`src/rtl/mem_port_b_arbiter.sv`:
```
// Per-cycle request/grant arbiter for memory port B, shared by the host interface and the multiplier engine.
// The engine has priority, the host gets a bounded-starvation slot, and an engine lock can extend a burst.
module mem_port_b_arbiter #(
    parameter int DATA_WIDTH = 32,
    parameter int ADDR_WIDTH = 12,
    parameter int MAX_HOLD   = 8
) (
    input  logic                  clk,
    input  logic                  reset,

    input  logic                  host_req,
    input  logic                  host_we,
    input  logic [ADDR_WIDTH-1:0] host_addr,
    input  logic [DATA_WIDTH-1:0] host_wdata,
    output logic                  host_gnt,
    output logic                  host_rvalid,
    output logic [DATA_WIDTH-1:0] host_rdata,

    input  logic                  eng_req,
    input  logic                  eng_we,
    input  logic [ADDR_WIDTH-1:0] eng_addr,
    input  logic [DATA_WIDTH-1:0] eng_wdata,
    input  logic                  eng_lock,
    output logic                  eng_gnt,
    output logic                  eng_rvalid,
    output logic [DATA_WIDTH-1:0] eng_rdata,

    output logic [ADDR_WIDTH-1:0] mem_addr,
    output logic [DATA_WIDTH-1:0] mem_data,
    output logic                  mem_we,
    input  logic [DATA_WIDTH-1:0] mem_q
);

    localparam int               CNT_W    = $clog2(MAX_HOLD + 1);
    localparam logic [CNT_W-1:0] HOLD_MAX = CNT_W'(MAX_HOLD);
    localparam logic [CNT_W-1:0] CNT_ONE  = CNT_W'(1);

    logic                  last_eng_q,   last_eng_d;
    logic [CNT_W-1:0]      starve_cnt_q, starve_cnt_d;
    logic                  rd_host_q,    rd_host_d;
    logic                  rd_eng_q,     rd_eng_d;
    logic [ADDR_WIDTH-1:0] hold_addr_q;
    logic [DATA_WIDTH-1:0] hold_data_q;

    logic contended;
    logic locked;

    assign contended = host_req & eng_req;
    // A lock only extends a grant the engine already held on the previous cycle.
    assign locked    = eng_lock & last_eng_q;

    always_comb begin
        host_gnt = 1'b0;
        eng_gnt  = 1'b0;
        if (contended) begin
            if (locked) begin
                eng_gnt = 1'b1;
            end else if (starve_cnt_q == HOLD_MAX) begin
                host_gnt = 1'b1;
            end else begin
                eng_gnt = 1'b1;
            end
        end else if (eng_req) begin
            eng_gnt = 1'b1;
        end else if (host_req) begin
            host_gnt = 1'b1;
        end
    end

    always_comb begin
        starve_cnt_d = starve_cnt_q;
        if (host_gnt || !host_req) begin
            starve_cnt_d = '0;
        end else if (eng_gnt && (starve_cnt_q != HOLD_MAX)) begin
            starve_cnt_d = starve_cnt_q + CNT_ONE;
        end
    end

    // Address and data hold their last driven value on idle cycles.
    always_comb begin
        mem_addr = hold_addr_q;
        mem_data = hold_data_q;
        mem_we   = 1'b0;
        if (host_gnt) begin
            mem_addr = host_addr;
            mem_data = host_wdata;
            mem_we   = host_we;
        end else if (eng_gnt) begin
            mem_addr = eng_addr;
            mem_data = eng_wdata;
            mem_we   = eng_we;
        end
    end

    assign last_eng_d = eng_gnt;
    assign rd_host_d  = host_gnt & ~host_we;
    assign rd_eng_d   = eng_gnt & ~eng_we;

    always_ff @(posedge clk or negedge reset) begin
        if (!reset) begin
            last_eng_q   <= 1'b0;
            starve_cnt_q <= '0;
            rd_host_q    <= 1'b0;
            rd_eng_q     <= 1'b0;
            hold_addr_q  <= '0;
            hold_data_q  <= '0;
        end else begin
            last_eng_q   <= last_eng_d;
            starve_cnt_q <= starve_cnt_d;
            rd_host_q    <= rd_host_d;
            rd_eng_q     <= rd_eng_d;
            hold_addr_q  <= mem_addr;
            hold_data_q  <= mem_data;
        end
    end

    // Read data is shared; the rvalid tag tells each consumer whether it is theirs.
    assign host_rvalid = rd_host_q;
    assign eng_rvalid  = rd_eng_q;
    assign host_rdata  = mem_q;
    assign eng_rdata   = mem_q;

endmodule

```
`config.mk`:
```
export PLATFORM = sky130hd
export DESIGN_NAME = mem_port_b_arbiter
export DESIGN_NICKNAME = d
export VERILOG_FILES = /design/src/rtl/mem_port_b_arbiter.sv
export SDC_FILE = /design/constraint.sdc
export NUM_CORES = 1
export LEC_CHECK = 0
export ABC_CLOCK_PERIOD_IN_PS = 1650
export BUFFER_PORTS_ARGS = -buffer_cell sky130_fd_sc_hd__clkbuf_2
export CAP_MARGIN = 15
export CELL_PAD_IN_SITES_DETAIL_PLACEMENT = 2
export CELL_PAD_IN_SITES_GLOBAL_PLACEMENT = 2
export CORE_UTILIZATION = 23
export DETAILED_ROUTE_END_ITERATION = 10
export PLACE_DENSITY_LB_ADDON = 0.2
export REMOVE_ABC_BUFFERS = 1
export SETUP_SLACK_MARGIN = 0.05
export SYNTH_ARGS = -nofsm -noshare
export SYNTH_HDL_FRONTEND = slang
export SYNTH_SLANG_ARGS = --single-unit
```
`constraint.sdc`:
```
create_clock -name clk -period 1.65 [get_ports clk]
set_input_delay 0.0825 -clock clk [delete_from_list [all_inputs] [get_ports clk]]
set_output_delay 0.0825 -clock clk [all_outputs]
set_load 0.05 [all_outputs]
```
==> metrics.yaml <==
route:
  vias: 3620
  wire_per_inst_um: 23.4
  firstDrtPassIters: 4
  wl_um: 16900
  ant_nets: 0
  viasPerCell: 5.03
  drcViolationCount: 0
  drt_iter0_markers: 95
timing:
  max_freq_mhz: 488
  fin_skew_ps: 6.27
  min_period_ps: 2050
  slew_viol_final: 0
  whs_ps: 32.9
  setup_violations: 67
  tightest_slew_ps: 342
  finalHoldViolCount: 0
  grt_setup_unrepaired: "yes"
  slew_headroom: 0.772
  fin_crit_sh: 1.24
  setup_ws_ps: -397
logic_synthesis:
  yosysWarningCount: 0
  synth_cells: 401
  ys_ff_latch: 51
  postSynthAreaPerCell_um2: 9.10
  ys_seq_area_frac: 0.350
  netlist_area_mm2: 0.00365
  synth_top_area_frac: 0.350
  synth_area_leaders: "dfrtp_1, buf_4, a32oi_1, o211ai_1, nand2b_1"
  yosysTopAreaCell: "dfrtp_1"
  synthDistinctLibCells: 26
global_routing:
  grt_pass1_vias: 4142
  gr-usage-all-layers: 0.209
  grt_overflow: 0
  grt_pass1_wl_um: 25400
  antenna_found_initial: 0
  grt_start_max_net_pins: 52
final_layout:
  finalNonFillerCells: 720
  n_fill_cell: 1635
  postLayoutCellArea_mm2: 0.00603
  antenna_cells: 0
  fin_nets: 637
  final_util: 0.393
  drive_above_1_share: 0.574
  syn_to_final_growth_pct: 65.2
clock_network:
  clk_pin_slew_ps: 80
  cts_tree: "built"
  numCtsBuffers: 5
  clock_latency_ps: 310
  numClockSinks: 51
  clockBufferDepth: 2
  cts_root_buf: "clkbuf_16"
  htreeDepth: 2
run_status:
  run_status: "finished, violations left"
  violations: "setup timing"
die:
  die-area_mm2: 0.0164
  die_h_um: 128
  core_mm2: 0.0153
  fp.dieW_um: 128
  io-pin-count: 240
  rows: 45
  start_util: 0.238
placement:
  gp_congestion: 0.674
  post-place-cells: 696
  hpwlAfterDp_um: 11600
  placed_area_mm2: 0.00465
  portBuffers: 143
power_and_ir_drop:
  p_per_area_mw_per_mm2: 759
  power_uw: 4570
  max-vdd-ir-drop_mv: 0.413
  p_leak_uw: 0.00245
worst_hold_path:
  min_from: "host_wdata[16]"
  hp-class: "in -> reg"
critical_path:
  crit_top_cell: "buf_12"
  startpoint: "starve_cnt_q[0]$_DFFE_PN0P_"
  slowest_stage: "dfrtp_1"
  cp_max_fo: 6
  path_class: "reg -> out"
  cp.required_ps: 1570
  start_kind: "flip-flop"
  arrival_ps: 1960
  slowest_delay_ps: 350
  cp-end-kind: "output port"
  rr_startpoint: "starve_cnt_q[0]$_DFFE_PN0P_"
  path_cells: "inv_1 > ha_2 > and3b_2 > and3_4 > buf_12 > clkbuf_16 > o21ai_4 > buf_12"
run:
  maxCapViolations: 0
-- cell usage in the layout (no fill, tap or decap), types with 14 or more instances in the layout --
cell / synthesis / routed
a32oi_1: 44 / 14
a32oi_2: 0 / 18
and2_1: 44 / 44
buf_12: 0 / 28
buf_4: 68 / 35
clkbuf_2: 1 / 95
clkbuf_8: 0 / 20
dfrtp_1: 51 / 51
nand2b_1: 45 / 44
o211ai_1: 44 / 44
o21ai_2: 0 / 25
o21ai_4: 0 / 18
-- cells by family (layout without fill, tap and decap cells) --
group,count (synthesis),count (layout),share of synthesized area
compound gates,134,134,0.262
simple gates,105,105,0.179
buf+inv,105,213,0.192
flops,51,51,0.350
xor+xnor,3,3,0.00720
fa+ha+maj,2,2,0.00686
mux,1,1,0.00309
-- per-layer routing --
layer  track usage  up-vias  part of all wire
met4        0.0436        5            0.0076
met1         0.251     1817              0.42
met3         0.114       12              0.11
met5        0.0681        -            0.0088
met2         0.322      174              0.46
li1              -     1612                 -
-- flip-flops by register name (all words and copies together) (netlist names) --
signal	flops
last_eng_q	1
hold_data_q	32
eng_rvalid	1
hold_addr_q	12
starve_cnt_q	4
host_rvalid	1
-- worst paths after layout --
| kind | to | slack, ps | cells after the start |
|---|---|---|---|
| setup / recovery | mem_data[20] | -400 | 8 |
| hold reg to reg | hold_data_q[16]$_DFF_PN0_ | 600 | 2 |
| setup reg to reg | hold_data_q[8]$_DFF_PN0_ | -130 | 9 |
| max in group asynchronous | hold_data_q[31]$_DFF_PN0_ | 1070 | 3 |
| min in group asynchronous | hold_data_q[12]$_DFF_PN0_ | 320 | 3 |
| hold / removal | hold_data_q[16]$_DFF_PN0_ | 30 | 3 |
-- critical path, delay by kind of cell, from the launching register on --
kind            cells  cell delay [ps]
flops               1              350
buf+inv             4              520
compound gates      1              180
fa+ha+maj           1              170
simple gates        2              440
-- stage by stage --
| stage | setup WS [ps] | TNS [ps] |
|---|---|---|
| final | -397 | -16960 |
| after floorplan | -2110 | -161600 |
| after detailed placement | -262 | -7120 |
| after CTS | -408 | -18520 |
| after global routing | -463 | -22150 |
| after global placement | -143 | -4490 |
-- area by class of cell --
class	instances	area (um2)	area share
tap	211	264	0.0438
clock buffer	6	139	0.0230
sequential	51	1280	0.212
clock inverter	2	35.0	0.00581
multi-input combinational	245	2360	0.392
inverter	2	7.51	0.00125
timing repair buffer	203	1940	0.322
-- synth_stat cells (all sizes together) --
cell type	n
ha	2
inv	2
a21boi	1
and3b	1
nor2b	3
dfrtp	51
nand2b	45
and2	44
o211ai	44
buf	87
clkbuf	16
o21ai	44
o22ai	1
nand2	4
nor3	1
a32oi	44
and3	4
nor3b	2
xnor2	3
nand3	1
mux2	1
-- repair_timing --
item | CTS | global route
resized for setup | 170 | 33
hold endpoints to repair | 53 | 0
hold buffers | 3 | 0
pin swaps | 6 | 9
setup buffers | 3 | 7
endpoints found under the setup margin | 70 | 83
gates cloned | 2 | 1
-- power by group --
part           internal, uW  switching, uW  total [uW]
Clock                   757            538        1300
Combinational           821           1050        1870
Sequential             1370           37.9        1410
Total                  2950           1620        4570
(Power assumes the default switching activity.)
